**config.mk**
```make
export PLATFORM = sky130hd
export DESIGN_NAME = hi5_fetch_flat
export DESIGN_NICKNAME = d
export VERILOG_FILES = /design/src/rtl/hi5_fetch_if.sv /design/src/rtl/hi5_fetch.sv /design/src/flat_wrapper.sv
export SDC_FILE = /design/constraint.sdc
export NUM_CORES = 1
export LEC_CHECK = 0
export ABC_AREA = 1
export CORE_ASPECT_RATIO = 0.8
export CORE_MARGIN = 8
export CORE_UTILIZATION = 45
export DETAILED_ROUTE_END_ITERATION = 7
export HOLD_SLACK_MARGIN = 0.08
export PLACE_DENSITY = 0.65
export REMOVE_ABC_BUFFERS = 1
export SLEW_MARGIN = 10
export SYNTH_ARGS = -nofsm -noshare
export SYNTH_HDL_FRONTEND = slang
export SYNTH_SLANG_ARGS = --single-unit
```
**constraint.sdc**
```tcl
create_clock -name clock -period 10.4 [get_ports clock]
set_input_delay 3.12 -clock clock [delete_from_list [all_inputs] [get_ports clock]]
set_output_delay 3.12 -clock clock [all_outputs]
set_load 0.005 [all_outputs]
```
**src/rtl/hi5_fetch_if.sv**
```systemverilog
// Fetch-stage bus: instruction-memory read port, redirect input, and the
// valid/ready instruction stream toward decode.
interface hi5_fetch_if #(
   parameter int ADDR_W = 16,
   parameter int DEPTH  = 4
);
   logic                      mem_req;
   logic [ADDR_W-1:0]         mem_addr;
   logic [35:0]               mem_rdata;
   logic                      redirect;
   logic [ADDR_W-1:0]         redirect_pc;
   logic                      code_valid;
   logic [35:0]               code;
   logic [ADDR_W-1:0]         code_pc;
   logic                      code_ready;
   logic [$clog2(DEPTH):0]    level;

   modport master (
      output mem_req, mem_addr, code_valid, code, code_pc, level,
      input  mem_rdata, redirect, redirect_pc, code_ready
   );

   modport slave (
      input  mem_req, mem_addr, code_valid, code, code_pc, level,
      output mem_rdata, redirect, redirect_pc, code_ready
   );
endinterface

```
**src/rtl/hi5_fetch.sv**
```systemverilog
// HI5 instruction fetch: sequential reads from a 1-cycle-latency memory into a
// small prefetch FIFO, streamed to decode, with redirect flush/restart.
module hi5_fetch #(
   parameter int                ADDR_W   = 16,
   parameter int                DEPTH    = 4,
   parameter logic [ADDR_W-1:0] RESET_PC = '0
) (
   input  logic      clock,
   input  logic      reset_n,
   hi5_fetch_if.master bus
);
   localparam int PW = $clog2(DEPTH);
   localparam int CW = PW + 1;

   logic [ADDR_W-1:0] pc;
   logic [ADDR_W-1:0] inflight_pc;
   logic              inflight;
   logic [CW-1:0]     count;
   logic [PW-1:0]     rd_ptr;
   logic [PW-1:0]     wr_ptr;
   logic [35:0]       word_q [DEPTH];
   logic [ADDR_W-1:0] pc_q   [DEPTH];

   logic issue;
   logic push;
   logic pop;
   logic head_valid;

   // Credit counts the in-flight read so a returning word always has a slot;
   // a same-cycle pop is deliberately not credited.
   assign issue      = reset_n && !bus.redirect && ((count + CW'(inflight)) < CW'(DEPTH));
   assign push       = inflight && !bus.redirect;
   assign head_valid = reset_n && (count != '0);
   assign pop        = head_valid && bus.code_ready;

   assign bus.mem_req    = issue;
   assign bus.mem_addr   = issue ? pc : '0;
   assign bus.code_valid = head_valid;
   assign bus.code       = head_valid ? word_q[rd_ptr] : '0;
   assign bus.code_pc    = head_valid ? pc_q[rd_ptr] : '0;
   assign bus.level      = reset_n ? count : '0;

   always_ff @(posedge clock) begin
      if (!reset_n) begin
         pc          <= RESET_PC;
         inflight    <= 1'b0;
         inflight_pc <= '0;
         count       <= '0;
         rd_ptr      <= '0;
         wr_ptr      <= '0;
      end else if (bus.redirect) begin
         pc       <= bus.redirect_pc;
         inflight <= 1'b0;
         count    <= '0;
         rd_ptr   <= '0;
         wr_ptr   <= '0;
      end else begin
         inflight <= issue;
         if (issue) begin
            pc          <= pc + ADDR_W'(1);
            inflight_pc <= pc;
         end
         if (push) wr_ptr <= wr_ptr + PW'(1);
         if (pop)  rd_ptr <= rd_ptr + PW'(1);
         case ({push, pop})
            2'b10:   count <= count + CW'(1);
            2'b01:   count <= count - CW'(1);
            default: count <= count;
         endcase
      end
   end

   // Storage needs no reset; occupancy alone decides what is visible.
   always_ff @(posedge clock) begin
      if (reset_n && push) begin
         word_q[wr_ptr] <= bus.mem_rdata;
         pc_q[wr_ptr]   <= inflight_pc;
      end
   end
endmodule
```
**src/flat_wrapper.sv**
```systemverilog
// flat-port wrapper written by rule: the top's interface ports become plain ports
module hi5_fetch_flat 
#(
   parameter int                ADDR_W   = 16,
   parameter int                DEPTH    = 4,
   parameter logic [ADDR_W-1:0] RESET_PC = '0
)
  (clock, reset_n, bus_mem_req, bus_mem_addr, bus_code_valid, bus_code, bus_code_pc, bus_level, bus_mem_rdata, bus_redirect, bus_redirect_pc, bus_code_ready);
  hi5_fetch_if #(.ADDR_W(ADDR_W), .DEPTH(DEPTH)) bus_i ();
  input  logic clock;
  input  logic reset_n;
  output wire logic [$bits(bus_i.mem_req)-1:0] bus_mem_req;
  output wire logic [$bits(bus_i.mem_addr)-1:0] bus_mem_addr;
  output wire logic [$bits(bus_i.code_valid)-1:0] bus_code_valid;
  output wire logic [$bits(bus_i.code)-1:0] bus_code;
  output wire logic [$bits(bus_i.code_pc)-1:0] bus_code_pc;
  output wire logic [$bits(bus_i.level)-1:0] bus_level;
  input wire logic [$bits(bus_i.mem_rdata)-1:0] bus_mem_rdata;
  input wire logic [$bits(bus_i.redirect)-1:0] bus_redirect;
  input wire logic [$bits(bus_i.redirect_pc)-1:0] bus_redirect_pc;
  input wire logic [$bits(bus_i.code_ready)-1:0] bus_code_ready;
  assign bus_mem_req = bus_i.mem_req;
  assign bus_mem_addr = bus_i.mem_addr;
  assign bus_code_valid = bus_i.code_valid;
  assign bus_code = bus_i.code;
  assign bus_code_pc = bus_i.code_pc;
  assign bus_level = bus_i.level;
  assign bus_i.mem_rdata = bus_mem_rdata;
  assign bus_i.redirect = bus_redirect;
  assign bus_i.redirect_pc = bus_redirect_pc;
  assign bus_i.code_ready = bus_code_ready;
  hi5_fetch #(.ADDR_W(ADDR_W), .DEPTH(DEPTH), .RESET_PC(RESET_PC)) u_core (.clock(clock), .reset_n(reset_n), .bus(bus_i));
endmodule
```
==> results.md <==
* Post-synthesis share of cell area spent on and, or, nand and nor gates at 0.1572
* Number of maximum-capacitance violations at 0
* Relative slew slack at 0.2159
* Synthesis warning total at 0
* Proportion of synthesized area in mux cells at 0
* Count of buffers inserted at the top-level ports at 128
* Worst Path Class, Setup: in -> out
* Buffer type at the clock tree root: clkbuf_16
* Worst-case hold path end point: u_core.pc_q[3][4]
* Flip-flop cell with the highest count after synthesis: edfxtp_1
* Inst Count DP at 1,364
* Starting density of the core at 0.4585
* Main combinational cell family by area after synthesis: simple AND/OR/NAND/NOR gates
* Top Family by Delay on Critical Path: buffers and inverters
* Result of the run: finished, final reports clean
* Global-route total usage across every layer at 0.1722
* H-Tree Depth at 1
* Pin count of the biggest net entering global routing at 105
* Relative area change from synthesis to final layout at 22.08%
* Post-CTS Setup Inserts at 0
* Capturing element type of the critical path: output pin
* Die footprint at 27,990 µm²
* Final critical-path share of the clock period at 0.8480
* Number of pins exceeding their max-slew limit in the final report at 0
* Lkg Pwr at 4.564 nW
* Antenna viol nets, final at 0
* Number of antenna violations at the first check in global routing at 0
* Delay contributed by the slowest stage of the critical path at 0.69 ns
* Area fraction in compound gates after synthesis at 0.09534
* Site row count at 49
* Area share of fa/ha/maj cells after synthesis at 0.009242
* Count of nets after finishing at 1,148
* Largest fanout on the critical path at 30
* Power per unit of standard cell area at 159.0 nW/µm²
* Number of buffers created by CTS at 25
* Overflow after GRT at 0
* Clk_lat worst skew at 0.51 ns
* Iteration-0 DRC Markers at 489
* Setup slack at placement at 1.567 ns
* Area of the core at 22,440 µm²
* Detailed-route wire length per cell at 17.20 µm
* Required time of the worst setup path at 7.28 ns
* Arrival time worst endpoint at 5.70 ns
* Total wire length after detailed routing at 24.25 mm
* Number of diodes at 0
* Slowest cell on the critical path: clkdlybuf4s50_1
* Worst Hold Depth at 0
* Unrepaired setup endpoints after global routing: no
* TritonCTS clock tree: done
* Buffers plus inverters on the worst setup path at 5
* Number of global-route vias before repair at 6,891
* RD Place Congestion at 0.8173
* Post-synthesis share of cell area spent on xor and xnor gates at 0.002554
* Reg2Reg Setup Slack at 8.18 ns
* Achievable Freq at 0.1134 GHz
* Launch point of the worst reg-to-reg path: u_core.inflight
* Number of flip-flops and latches in the synthesized netlist at 250
* Hold Violations, Final at 0
* Die width at 185.1 µm
* Wire length of the first global-routing pass at 38.12 mm
* Clock Sinks at 250
* Endpoint of the most critical register-to-register path: u_core.word_q[3][17]
* Worst Slack Setup Final at 1.581 ns
* Minimum clock period after layout at 8.819 ns
* Clock-pin transition on the worst setup and hold timing paths at 0.06 ns
* Post-Syn Area at 10,290 µm²
* Min-delay src: u_core.inflight_pc[4]
* Layout Cells excl Fill at 1,410
* Total half-perimeter wirelength after legalization and detailed placement at 14.14 mm
* Critical Path, Cell by Cell: clkdlybuf4s50_1 -> inv_4 -> nor2_8 -> inv_2 -> nor2_4 -> nand2_1 -> inv_1 -> clkdlybuf4s50_1
* Distinct cells, synth at 27
* Hold Buf Count CTS at 0
* Type of origin of the critical path: input port
* Async set-or-reset flop fraction in the synthesized netlist at 0
* Share of layout cells above drive strength 1 at 0.06159
* VDD IR max at 86.10 µV
* Number of gates resized after cts at 0
* Final Skew at 0.006863 ns
* Total via count in the routed design at 7,073
* Setup_tns at 0 ns
* Number of design rule violations left after detail routing at 0
* Per-cell via count in the routed design at 5.016
* Boundary Pins at 129
* Clock Tree Buf Depth at 3
* Slew of the pin with the lowest slew margin at 1.176 ns
* Vertical die dimension at 151.2 µm
* Fraction of the yosys area taken by sequential cells at 0.6888
* Mean area per synthesized cell at 10.60 µm²
* Cell repeated most along the worst path: clkdlybuf4s50_1
* Finish-stage setup viols at 0
* First-pass DRT Iterations at 5
* Number of enable flip-flop cells after synthesis at 208
* Total power of the final layout at 0.001997 W
* Worst reg-to-reg path cell count at 3
* Syn Inst Count at 971
* Hold Crit Class: reg -> reg
## worst reg2reg max path: cells and delay by family (launching register included)
kind / cells / cell delay (ns)
buffers and inverters: 1 / 0.62
DFF: 1 / 0.43
and+or+nand+nor: 2 / 0.77
## power breakdown
part           leakage [nW]  switching, W   total, W  internal, W
Sequential             2.34     0.0000103    0.00110      0.00109
Combinational          1.85     0.0000410  0.0000775    0.0000365
Clock                 0.373      0.000358   0.000818     0.000460
Total                  4.56      0.000409    0.00200      0.00159
## cell usage after synthesis (2+ instances only)
library cell | n | area share
o21ai_0 | 111 | 0.054
nand4_1 | 5 | 0.0030
nand3_2 | 2 | 0.0019
buf_6 | 2 | 0.0022
a21boi_0 | 2 | 0.0015
buf_2 | 17 | 0.0083
buf_4 | 4 | 0.0029
edfxtp_1 | 208 | 0.61
ha_1 | 6 | 0.0073
nor2_1 | 251 | 0.092
dfxtp_1 | 42 | 0.082
nand2_1 | 104 | 0.038
or2_2 | 3 | 0.0018
a21oi_1 | 82 | 0.040
clkbuf_1 | 28 | 0.010
nor2_4 | 2 | 0.0022
xnor2_1 | 3 | 0.0026
clkinv_1 | 2 | 0.00073
inv_2 | 3 | 0.0011
nand3_1 | 31 | 0.015
inv_1 | 57 | 0.021
## cell families after synthesis
| group | count (synthesis) |
|---|---|
| flops | 250 |
| buf+inv | 114 |
| compound gates | 195 |
| xor+xnor | 3 |
| fa+ha+maj | 7 |
| simple gates | 402 |
## worst max path at each step
stage	startpoint	to	slack (ns)	depth (start not counted)
2_1_floorplan	reset_n	bus_code[0]	2.91	4
3_3_place_gp	reset_n	bus_mem_addr[15]	1.65	8
3_5_place_dp	reset_n	bus_mem_addr[15]	1.57	8
4_1_cts	reset_n	bus_mem_addr[15]	1.57	8
5_1_grt	reset_n	bus_mem_addr[7]	1.39	8
6_report	reset_n	bus_mem_addr[15]	1.58	8
## state kept, by name, summed over array words and instances, names as in the netlist, named ones only
signal              count
u_core.pc_q            64
u_core.pc              16
u_core.word_q         144
u_core.count            3
u_core.inflight_pc     16
u_core.inflight         1
u_core.rd_ptr           2
u_core.wr_ptr           2
## placed cells by master, fill, tap and decap left out
cell type and n:
buf_4 10, inv_1 57, clkdlybuf4s50_1 128, or2_2 3
nand3_2 2, o21ai_0 111, ha_1 6, clkinv_2 9
clkbuf_1 9, edfxtp_1 208, nor2_4 6, nor3_1 1
dfxtp_4 1, nor2_1 247, nand2_2 1, and3_1 1
nor2_8 1, clkbuf_8 2, inv_6 1, nand2_1 104
inv_2 5, dfxtp_1 40, nand3_1 31, fa_1 1
a21boi_0 2, xnor2_1 3, clkbuf_16 25, inv_4 1
dfxtp_2 1, a21oi_1 82, nand4_1 5
## metal layers
metal  up-vias  GRT usage  share of wire  routed length (µm)
met5         -          0              0                   0
met4         0    0.03554          0.016                 394
met3        23    0.02997          0.059                1422
met2       183     0.2734           0.46               11090
met1      3346     0.2460           0.47               11340
li1       3521          -              -                   -
## per-stage QoR
stage,hold slack (ns),util,area [µm²]
global placement,0.4836,0.5268,11820
floorplan,0.4605,-,10050
global route,0.5245,0.5598,12560
finish,0.5020,0.5598,12560
detailed placement,0.4889,0.5268,11820
CTS,0.5051,0.5598,12560
## final cells by class
cell class / count / area (µm²)
repair buffers: 138 / 1356
inverters: 63 / 239.0
well taps: 306 / 382.9
clock buffers: 36 / 686.9
multi-input cells: 607 / 2750
flip-flops and latches: 250 / 7092
fillers: 1946 / 9878
clock inverters: 10 / 53.80
Note: power is estimated with default switching activity, not from simulation.
